## src/rtl/fetch_sequencer.sv

```systemverilog
// Instruction fetch address sequencer: run handshake, relative branches,
// absolute calls with a hardware return stack, stall/halt and a sticky stack-error flag.
module fetch_sequencer #(
    parameter int PC_W    = 10,
    parameter int OFF_W   = 8,
    parameter int STACK_D = 4
) (
    input  logic             Clk,
    input  logic             Reset,
    input  logic             Start,
    input  logic             Stall,
    input  logic             Halt,
    input  logic             BranchUp,
    input  logic             BranchDown,
    input  logic             Call,
    input  logic             Return,
    input  logic [OFF_W-1:0] PCTarget,
    output logic [PC_W-1:0]  ProgCtr,
    output logic             Ack,
    output logic             Running,
    output logic             StackErr
);

    localparam int IDX_W = $clog2(STACK_D);
    localparam int SP_W  = IDX_W + 1;
    localparam logic [SP_W-1:0] SP_FULL = SP_W'(STACK_D);

    typedef enum logic [1:0] {
        S_IDLE  = 2'd0,
        S_ARMED = 2'd1,
        S_RUN   = 2'd2,
        S_DONE  = 2'd3
    } state_t;

    state_t            state_q, state_d;
    logic [PC_W-1:0]   pc_q, pc_d;
    logic              ack_q, ack_d;
    logic              running_q, running_d;
    logic              err_q, err_d;
    logic [SP_W-1:0]   sp_q, sp_d;
    logic              push_en;
    logic [PC_W-1:0]   stack_q [STACK_D];

    logic [PC_W-1:0]   pc_inc;
    logic [PC_W-1:0]   tgt_ext;
    logic [IDX_W-1:0]  push_idx;
    logic [IDX_W-1:0]  top_idx;
    logic              stack_empty;
    logic              stack_full;

    // sp_q counts live entries, so the top entry sits one below it
    assign pc_inc      = pc_q + PC_W'(1);
    assign tgt_ext     = PC_W'(PCTarget);
    assign push_idx    = IDX_W'(sp_q);
    assign top_idx     = IDX_W'(sp_q - SP_W'(1));
    assign stack_empty = (sp_q == SP_W'(0));
    assign stack_full  = (sp_q == SP_FULL);

    // State and control registers
    always_ff @(posedge Clk) begin
        if (Reset) begin
            state_q   <= S_IDLE;
            pc_q      <= '0;
            ack_q     <= 1'b0;
            running_q <= 1'b0;
            err_q     <= 1'b0;
            sp_q      <= '0;
        end else begin
            state_q   <= state_d;
            pc_q      <= pc_d;
            ack_q     <= ack_d;
            running_q <= running_d;
            err_q     <= err_d;
            sp_q      <= sp_d;
        end
    end

    // Return stack storage; contents are not reset
    always_ff @(posedge Clk) begin
        if (push_en && !Reset) begin
            stack_q[push_idx] <= pc_inc;
        end
    end

    // Next-state logic
    always_comb begin
        state_d = state_q;
        case (state_q)
            S_IDLE: begin
                if (Start) state_d = S_ARMED;
                else       state_d = S_IDLE;
            end
            S_ARMED: begin
                if (Start) state_d = S_ARMED;
                else       state_d = S_RUN;
            end
            S_RUN: begin
                if (Start)       state_d = S_ARMED;
                else if (Stall)  state_d = S_RUN;
                else if (Halt)   state_d = S_DONE;
                else if (Return) state_d = stack_empty ? S_DONE : S_RUN;
                else if (Call)   state_d = stack_full ? S_DONE : S_RUN;
                else             state_d = S_RUN;
            end
            S_DONE: begin
                if (Start) state_d = S_ARMED;
                else       state_d = S_DONE;
            end
            default: state_d = S_IDLE;
        endcase
    end

    // Datapath and output next values; strobes act only in RUN, in priority order
    always_comb begin
        pc_d    = pc_q;
        err_d   = err_q;
        sp_d    = sp_q;
        push_en = 1'b0;
        case (state_q)
            S_IDLE: begin
                if (Start) pc_d = '0;
                else       pc_d = pc_q;
            end
            S_ARMED: begin
                pc_d = '0;
            end
            S_RUN: begin
                if (Start) begin
                    pc_d  = '0;
                    sp_d  = '0;
                    err_d = 1'b0;
                end else if (Stall || Halt) begin
                    pc_d = pc_q;
                end else if (Return) begin
                    if (stack_empty) begin
                        err_d = 1'b1;
                    end else begin
                        pc_d = stack_q[top_idx];
                        sp_d = sp_q - SP_W'(1);
                    end
                end else if (Call) begin
                    if (stack_full) begin
                        err_d = 1'b1;
                    end else begin
                        push_en = 1'b1;
                        pc_d    = tgt_ext;
                        sp_d    = sp_q + SP_W'(1);
                    end
                end else if (BranchUp) begin
                    pc_d = pc_q + tgt_ext;
                end else if (BranchDown) begin
                    pc_d = pc_q - tgt_ext;
                end else begin
                    pc_d = pc_inc;
                end
            end
            S_DONE: begin
                if (Start) begin
                    pc_d  = '0;
                    sp_d  = '0;
                    err_d = 1'b0;
                end else begin
                    pc_d = pc_q;
                end
            end
            default: begin
                pc_d = '0;
                sp_d = '0;
            end
        endcase
        ack_d     = (state_d == S_DONE);
        running_d = (state_d == S_RUN);
    end

    assign ProgCtr  = pc_q;
    assign Ack      = ack_q;
    assign Running  = running_q;
    assign StackErr = err_q;

endmodule

```

## config.mk

```make
export PLATFORM = sky130hd
export DESIGN_NAME = fetch_sequencer
export DESIGN_NICKNAME = d
export VERILOG_FILES = /design/src/rtl/fetch_sequencer.sv
export SDC_FILE = /design/constraint.sdc
export NUM_CORES = 1
export LEC_CHECK = 0
export BUFFER_PORTS_ARGS = -buffer_cell sky130_fd_sc_hd__clkbuf_2
export CAP_MARGIN = 10
export CORE_UTILIZATION = 40
export DETAILED_ROUTE_END_ITERATION = 10
export HOLD_SLACK_MARGIN = 0.15
export PLACE_DENSITY = 0.6
export SYNTH_ARGS = -nofsm -noshare
export SYNTH_HDL_FRONTEND = slang
export SYNTH_SLANG_ARGS = --single-unit
```

## constraint.sdc

```tcl
create_clock -name Clk -period 3.57 [get_ports Clk]
set_clock_uncertainty 0.15 [all_clocks]
set_input_delay 0.357 -clock Clk [delete_from_list [all_inputs] [get_ports Clk]]
set_output_delay 0.357 -clock Clk [all_outputs]
set_load 0.01 [all_outputs]
```

Word-level counts from Yosys, hierarchy flattened --
Memory sizes are Yosys's and may differ from the RTL's. Cells that the tools add are included.
Word-level totals: register bits after elaboration 18, memories 1, bits of input ports 17, bits in writable memories 40, output and inout bits 13
Cells by class: add/sub/neg operators 5, reductions and logical operators 10, muxes and demuxes 45, equal/unequal tests 15
Memories:
- stack_q | words 4, width 10, read ports 1, clocked after Yosys merged registers in 0, write ports 1, RTL line 42 | logic [PC_W-1:0] stack_q [STACK_D];
Operators by type and width (count):
- 10-bit 2-to-1 mux | 9
- 10-bit case mux with 3 select lines | 1
- 1-bit 2-to-1 mux | 22
- 3-bit 2-to-1 mux | 7
- 4-bit inequality test, second input constant | 5
- 6-bit AND reduction | 2
- 10-bit by 1-bit adder with 10-bit output, second input constant | 1
- 10-bit by 8-bit adder with 10-bit output | 1
- 10-bit by 8-bit subtractor with 10-bit output | 1
- 2-bit == test, second input constant | 4
- 2-bit case mux with 4 select lines | 1
- 2-bit 2-to-1 mux | 3
- 3-bit case mux with 2 select lines | 1
- 5-bit inequality test, second input constant | 1
- 4-bit AND reduction | 1
- 3-bit by 1-bit adder with 3-bit output, second input constant | 1
- 3-bit == test, second input constant | 1
- 3-bit logical NOT | 1
- 3-bit inequality test, second input constant | 1
- 3-bit by 1-bit subtractor with 3-bit output, second input constant | 1
- 2-bit by 1-bit == test with 1-bit output, second input constant | 1
- 2-bit logical NOT | 1
- 2-bit by 1-bit inequality test with 1-bit output, second input constant | 1
- 2-bit inequality test, second input constant | 1
- other kinds (6) | 6

Depth between registers and ports, before layout --
depth in word-level cells 10, gate-level depth with buffers 10

Worst setup path after synthesis --
Ideal clock, no wire load.
kind reg2reg, from reg sp_q[0], to reg pc_q[9] (netlist: ProgCtr[9]), cell stages (with the launch flop) 10, arrival 2228 ps, slack 1059 ps, buffers on the path 2, setup time 132 ps, required time 3288 ps, path through dfxtp_1 > buf_2 > inv_1 > ha_1 > clkbuf_1 > mux4_2 > nand2_1 > o221ai_1 > o21ai_0 > o311ai_1
On the way: longest elaborated chain between the ends 7
RTL lines:
- start: declaration | RTL line 40 | logic [SP_W-1:0] sp_q, sp_d;
- start signal: assignment | RTL line 74 | sp_q <= sp_d;
- 3-bit by 1-bit subtractor with 3-bit output
- memory read 4 x 10 bit
- 10-bit 2-to-1 mux | RTL line 135 | if (stack_empty) begin
- 10-bit 2-to-1 mux | RTL line 134 | end else if (Return) begin
- 10-bit 2-to-1 mux | RTL line 132 | end else if (Stall || Halt) begin
- 10-bit 2-to-1 mux | RTL line 128 | if (Start) begin
- 10-bit case mux with 3 select lines | RTL line 119 | case (state_q)
- end signal: assignment | RTL line 70 | pc_q <= pc_d;
- end: declaration | RTL line 36 | logic [PC_W-1:0] pc_q, pc_d;
Parallel ways exist; a longest one is shown, timed or not. The select of a mux whose other input is x is not followed. A chain may end at the register's enable or synchronous reset.

Final worst setup path --
from reg pc_q[0] (netlist: ProgCtr[0]), to reg pc_q[4] (netlist: ProgCtr[4])
On the way: longest elaborated chain between the ends 8
RTL lines:
- 10-bit by 1-bit adder with 10-bit output or 10-bit by 8-bit subtractor with 10-bit output (tied branches) | RTL line 52, 152
- 10-bit 2-to-1 mux | RTL line 151 | end else if (BranchDown) begin
- 10-bit 2-to-1 mux (*) | RTL line 149 | end else if (BranchUp) begin
- 10-bit 2-to-1 mux (*) | RTL line 141 | end else if (Call) begin
- 10-bit 2-to-1 mux (*) | RTL line 134
- 10-bit 2-to-1 mux (*) | RTL line 132
- 10-bit 2-to-1 mux (*) | RTL line 128
- 10-bit case mux with 3 select lines (*) | RTL line 119
Every way passes the cells marked *; elsewhere a longest branch is shown, timed or not. The select of a mux whose other input is x is not followed.

==> impl_metrics.xml <==
<?xml version="1.0" encoding="UTF-8"?>
<metrics>
  <group name="critical_path">
    <metric name="top_fanout_value_on_the_critical_path" unit="">8</metric>
    <metric name="worst-path-buf-inv" unit="">1</metric>
    <metric name="timing.rr.end" unit="">ProgCtr[4]</metric>
    <metric name="critPathMaxStageDelay" unit="ps">500</metric>
    <metric name="worst_setup_path_end_kind" unit="">flip-flop</metric>
    <metric name="reg2reg_from" unit="">ProgCtr[0]</metric>
    <metric name="path_class" unit="">reg -&gt; reg</metric>
    <metric name="crit_chain" unit="">ha_1 &gt; inv_1 &gt; fa_1 &gt; o21bai_1 &gt; and2_1 &gt; o21ai_0 &gt; a21oi_1 &gt; a2111oi_4 &gt; a211o_1</metric>
    <metric name="r2r_cells" unit="">9</metric>
    <metric name="worst_path_dominant_cell_family" unit="">compound AO/OA/AOI/OAI gates</metric>
    <metric name="cpMaxStageDelayCell" unit="">sky130_fd_sc_hd__dfxtp_1</metric>
    <metric name="timing.critical_path.required" unit="ps">3650</metric>
    <metric name="startpoint_type" unit="">flip-flop</metric>
    <metric name="r2r_slack" unit="ps">900</metric>
    <metric name="cp_data_arrival_time" unit="ps">2750</metric>
  </group>
  <group name="clocking">
    <metric name="insertion_delay" unit="ps">330</metric>
    <metric name="post_cts.repair.setup_buffers" unit="">0</metric>
    <metric name="clock_buffers_created_by_tritoncts" unit="">9</metric>
    <metric name="postCtsResizedCells" unit="">0</metric>
    <metric name="clock_tree.root_cell" unit="">sky130_fd_sc_hd__clkbuf_8</metric>
    <metric name="tritoncts_num_sinks" unit="">58</metric>
    <metric name="number_of_buffers_on_the_longest_clock_path" unit="">2</metric>
    <metric name="tritoncts" unit="">done</metric>
    <metric name="h-tree-depth" unit="">3</metric>
    <metric name="clk_pin_slew" unit="ps">70</metric>
    <metric name="hold_buf_count_cts" unit="">0</metric>
  </group>
  <group name="place">
    <metric name="dp_hpwl" unit="mm">6.74</metric>
    <metric name="placed_cells" unit="">482</metric>
    <metric name="port_buffers" unit="">29</metric>
    <metric name="gp_congestion" unit="">0.869</metric>
  </group>
  <group name="timing">
    <metric name="slew_hr" unit="">0.548</metric>
    <metric name="post-route-min-period" unit="ps">2670</metric>
    <metric name="worst-slew-pin-transition" unit="ps">661</metric>
    <metric name="timing.setup.tns" unit="ps">0</metric>
    <metric name="final_count_of_negative_setup_slack_endpoints" unit="">0</metric>
    <metric name="final_min_period_over_clock_period" unit="">0.749</metric>
    <metric name="hold_violations" unit="">0</metric>
    <metric name="timing_max_transition_violations_final" unit="">0</metric>
    <metric name="max_freq" unit="MHz">374</metric>
    <metric name="rsz_0062_raised_after_global_routing" unit="">no</metric>
  </group>
  <group name="yosys">
    <metric name="ys_seq_elements" unit="">58</metric>
    <metric name="synth_xor_xnor_area_share" unit="">0.0346</metric>
    <metric name="postSynth.topFlopCell" unit="">sky130_fd_sc_hd__edfxtp_1</metric>
    <metric name="synth.yosys.warnings" unit="">0</metric>
    <metric name="yosysSeqAreaShare" unit="">0.411</metric>
    <metric name="synth_top_family_by_area" unit="">compound AO/OA/AOI/OAI gates</metric>
    <metric name="muxShareOfSynthArea" unit="">0.0808</metric>
    <metric name="fraction_of_the_mapped_netlist_area_in_compound_gates" unit="">0.179</metric>
    <metric name="synth_edf_count" unit="">40</metric>
    <metric name="synth.lib_cells_used.distinct" unit="">64</metric>
    <metric name="simple_gate_fraction_of_synth_area" unit="">0.152</metric>
    <metric name="fraction_of_the_mapped_netlist_area_in_adder_cells" unit="">0.0963</metric>
    <metric name="syn-mean-instance-area" unit="sq um">10.7</metric>
    <metric name="synth.net_count" unit="">400</metric>
    <metric name="synthArstFlopShare" unit="">0</metric>
    <metric name="netlist_instances" unit="">355</metric>
    <metric name="syn_area" unit="sq um">3790</metric>
  </group>
  <group name="route">
    <metric name="dr.pass1.iters" unit="">4</metric>
    <metric name="vias_per_instance" unit="">5.77</metric>
    <metric name="num_vias" unit="">2873</metric>
    <metric name="wirelength" unit="mm">9.21</metric>
    <metric name="drt-initial-drc-count" unit="">112</metric>
    <metric name="route.antenna.remaining_nets" unit="">0</metric>
    <metric name="post-route-drc-count" unit="">0</metric>
    <metric name="route.detailed.wl_per_inst" unit="um">18.5</metric>
  </group>
  <group name="final_layout">
    <metric name="filler_cell_count" unit="">850</metric>
    <metric name="finalCoreUtilization" unit="">0.459</metric>
    <metric name="post_layout_nonfiller_instances" unit="">498</metric>
    <metric name="antenna_cells_inserted" unit="">0</metric>
    <metric name="syn_to_final_growth" unit="%">11.3</metric>
    <metric name="final_net_count" unit="">427</metric>
    <metric name="layout-drive-gt1-share" unit="">0.176</metric>
  </group>
  <group name="grt">
    <metric name="gr-usage-all-layers" unit="">0.199</metric>
    <metric name="remaining_global_route_overflow" unit="">0</metric>
    <metric name="via_count_of_the_first_global_routing_pass" unit="">2840</metric>
    <metric name="grt_first_pass_wirelength" unit="mm">14.8</metric>
    <metric name="grt_start_max_net_pins" unit="">22</metric>
    <metric name="grt_antenna_before_repair" unit="">0</metric>
  </group>
  <group name="hold_path">
    <metric name="timing.hold.worst.class" unit="">in -&gt; reg</metric>
    <metric name="timing.hold.worst_endpoint" unit="">sp_q[1]</metric>
    <metric name="hold_path_startpoint" unit="">Reset</metric>
    <metric name="worst_hold_path.num_cells" unit="">2</metric>
  </group>
  <group name="outcome">
    <metric name="status" unit="">completed</metric>
  </group>
  <group name="power">
    <metric name="powerDensity" unit="nW/um^2">350</metric>
    <metric name="power.switching" unit="mW">0.331</metric>
    <metric name="seq_power_share" unit="">0.482</metric>
    <metric name="internal_power_contribution" unit="mW">1.15</metric>
    <metric name="total_leakage_power" unit="nW">1.69</metric>
    <metric name="power_frac_clock" unit="">0.439</metric>
    <metric name="combinational_share_of_power" unit="">0.080</metric>
    <metric name="power_switching_share" unit="">0.224</metric>
    <metric name="power.ir.vdd_worst" unit="mV">0.148</metric>
  </group>
  <group name="floorplanning">
    <metric name="die-width" unit="um">99.4</metric>
    <metric name="top_level_ports" unit="">30</metric>
    <metric name="initial_core_util" unit="">0.413</metric>
    <metric name="die_area" unit="sq um">9880</metric>
    <metric name="die_height" unit="um">99.4</metric>
    <metric name="coreArea" unit="sq um">9200</metric>
    <metric name="placementRows" unit="">35</metric>
  </group>
  <group name="flow_run">
    <metric name="cap_violations" unit="">0</metric>
  </group>
</metrics>
[flip-flops by register name (all words and copies together), names as in the netlist]
name	count
Ack	1
state_q	2
StackErr	1
stack_q	40
Running	1
sp_q	3
ProgCtr	10
[power by group through the flow]
stage | Combinational [mW] | Sequential, mW | Clock [mW]
after floorplan | 0.0824 | 0.726 | 0
after global placement | 0.116 | 0.726 | 0
after detailed placement | 0.117 | 0.726 | 0
after CTS | 0.118 | 0.712 | 0.662
after global routing | 0.129 | 0.711 | 0.696
final | 0.118 | 0.712 | 0.648
[cells in the final DEF (no fill, tap or decap), types with 5 or more instances in the layout]
cell	n
sky130_fd_sc_hd__a21o_1	5
sky130_fd_sc_hd__a21oi_1	13
sky130_fd_sc_hd__a22oi_1	9
sky130_fd_sc_hd__and2_1	6
sky130_fd_sc_hd__clkbuf_2	29
sky130_fd_sc_hd__clkbuf_8	9
sky130_fd_sc_hd__dfxtp_1	18
sky130_fd_sc_hd__edfxtp_1	40
sky130_fd_sc_hd__ha_1	26
sky130_fd_sc_hd__inv_1	26
sky130_fd_sc_hd__mux2i_1	7
sky130_fd_sc_hd__mux4_2	10
sky130_fd_sc_hd__nand2_1	15
sky130_fd_sc_hd__nand2b_1	9
sky130_fd_sc_hd__nand3_1	7
sky130_fd_sc_hd__nor2_1	33
sky130_fd_sc_hd__nor2b_1	7
sky130_fd_sc_hd__nor3_1	5
sky130_fd_sc_hd__o21ai_0	13
sky130_fd_sc_hd__xnor2_1	10
sky130_fd_sc_hd__xor2_1	5
[cell type report]
class                   count  area (sq um)  share of cell area
clock inverters             4          70.1              0.0166
repair buffers             31           160              0.0379
well taps                 111           139              0.0329
clock buffers              12           135              0.0320
flip-flops and latches     58          1560               0.370
inverters                  26          97.6              0.0231
multi-input cells         256          2060               0.488
[metal layers]
metal	track usage	vias to the layer above	wire, um
li1	-	1385	-
met1	0.263	1406	4310
met2	0.320	69	4340
met3	0.0344	13	406
met4	0.0905	0	153
met5	0	-	0
[cell usage after synthesis, drive strengths merged, types with 2 or more instances]
| library cell | number | share of area |
|---|---|---|
| buf | 8 | 0.013 |
| a21o | 5 | 0.0099 |
| a221oi | 3 | 0.0069 |
| a221o | 2 | 0.0053 |
| or3 | 4 | 0.0066 |
| nor4 | 4 | 0.0066 |
| nor2b | 7 | 0.012 |
| xor2 | 5 | 0.012 |
| or3b | 2 | 0.0059 |
| inv | 26 | 0.026 |
| fa | 2 | 0.011 |
| o21ai | 14 | 0.018 |
| o31ai | 4 | 0.0079 |
| a22oi | 9 | 0.018 |
| a2111oi | 5 | 0.018 |
| mux4 | 10 | 0.059 |
| a21oi | 13 | 0.017 |
| o311ai | 4 | 0.0092 |
| nand3 | 7 | 0.0092 |
| dfxtp | 18 | 0.095 |
| mux2i | 7 | 0.018 |
| ha | 26 | 0.086 |
| o21bai | 2 | 0.0040 |
| a211oi | 5 | 0.014 |
| o21a | 2 | 0.0040 |
| a211o | 3 | 0.0069 |
| nand2b | 10 | 0.018 |
| nand2 | 15 | 0.015 |
| nor3 | 7 | 0.012 |
| or2 | 3 | 0.0049 |
| nand3b | 3 | 0.0059 |
| nand4 | 2 | 0.0033 |
| edfxtp | 40 | 0.32 |
| clkbuf | 7 | 0.0069 |
| and2 | 6 | 0.0099 |
| nor2 | 33 | 0.033 |
| o22ai | 2 | 0.0033 |
| a31oi | 3 | 0.0089 |
| xnor2 | 10 | 0.023 |
| a22o | 3 | 0.0069 |
| or4 | 3 | 0.0059 |
[logic make-up (layout without fill, tap and decap cells)]
| kind of cell | count (synthesis) | after routing |
|---|---|---|
| buf+inv | 41 | 73 |
| mux | 18 | 18 |
| simple gates | 108 | 108 |
| xor+xnor | 15 | 15 |
| compound gates | 87 | 87 |
| fa+ha+maj | 28 | 28 |
| flops | 58 | 58 |
[worst max-delay path by stage]
stage                start         end  slack, ps  depth (start not counted)
6_report        ProgCtr[0]  ProgCtr[4]        900                          9
5_1_grt         ProgCtr[4]  ProgCtr[6]        730                          6
4_1_cts         ProgCtr[0]  ProgCtr[6]        870                          9
3_5_place_dp    ProgCtr[0]  ProgCtr[6]        880                          9
3_3_place_gp   PCTarget[4]  ProgCtr[6]        880                          8
2_1_floorplan      sp_q[0]  ProgCtr[9]       1060                          9
[per-stage QoR]
stage               setup WS [ps]  hold slack [ps]  power, mW  area [sq um]
finish                        896              223       1.48          4220
global route                  726              215       1.54          4220
CTS                           870              208       1.49          4220
detailed placement            885              341      0.843          4020
global placement              883              324      0.842          4020
floorplan                    1060              315      0.808          3790
No activity file was read; power rests on OpenSTA's default activity.
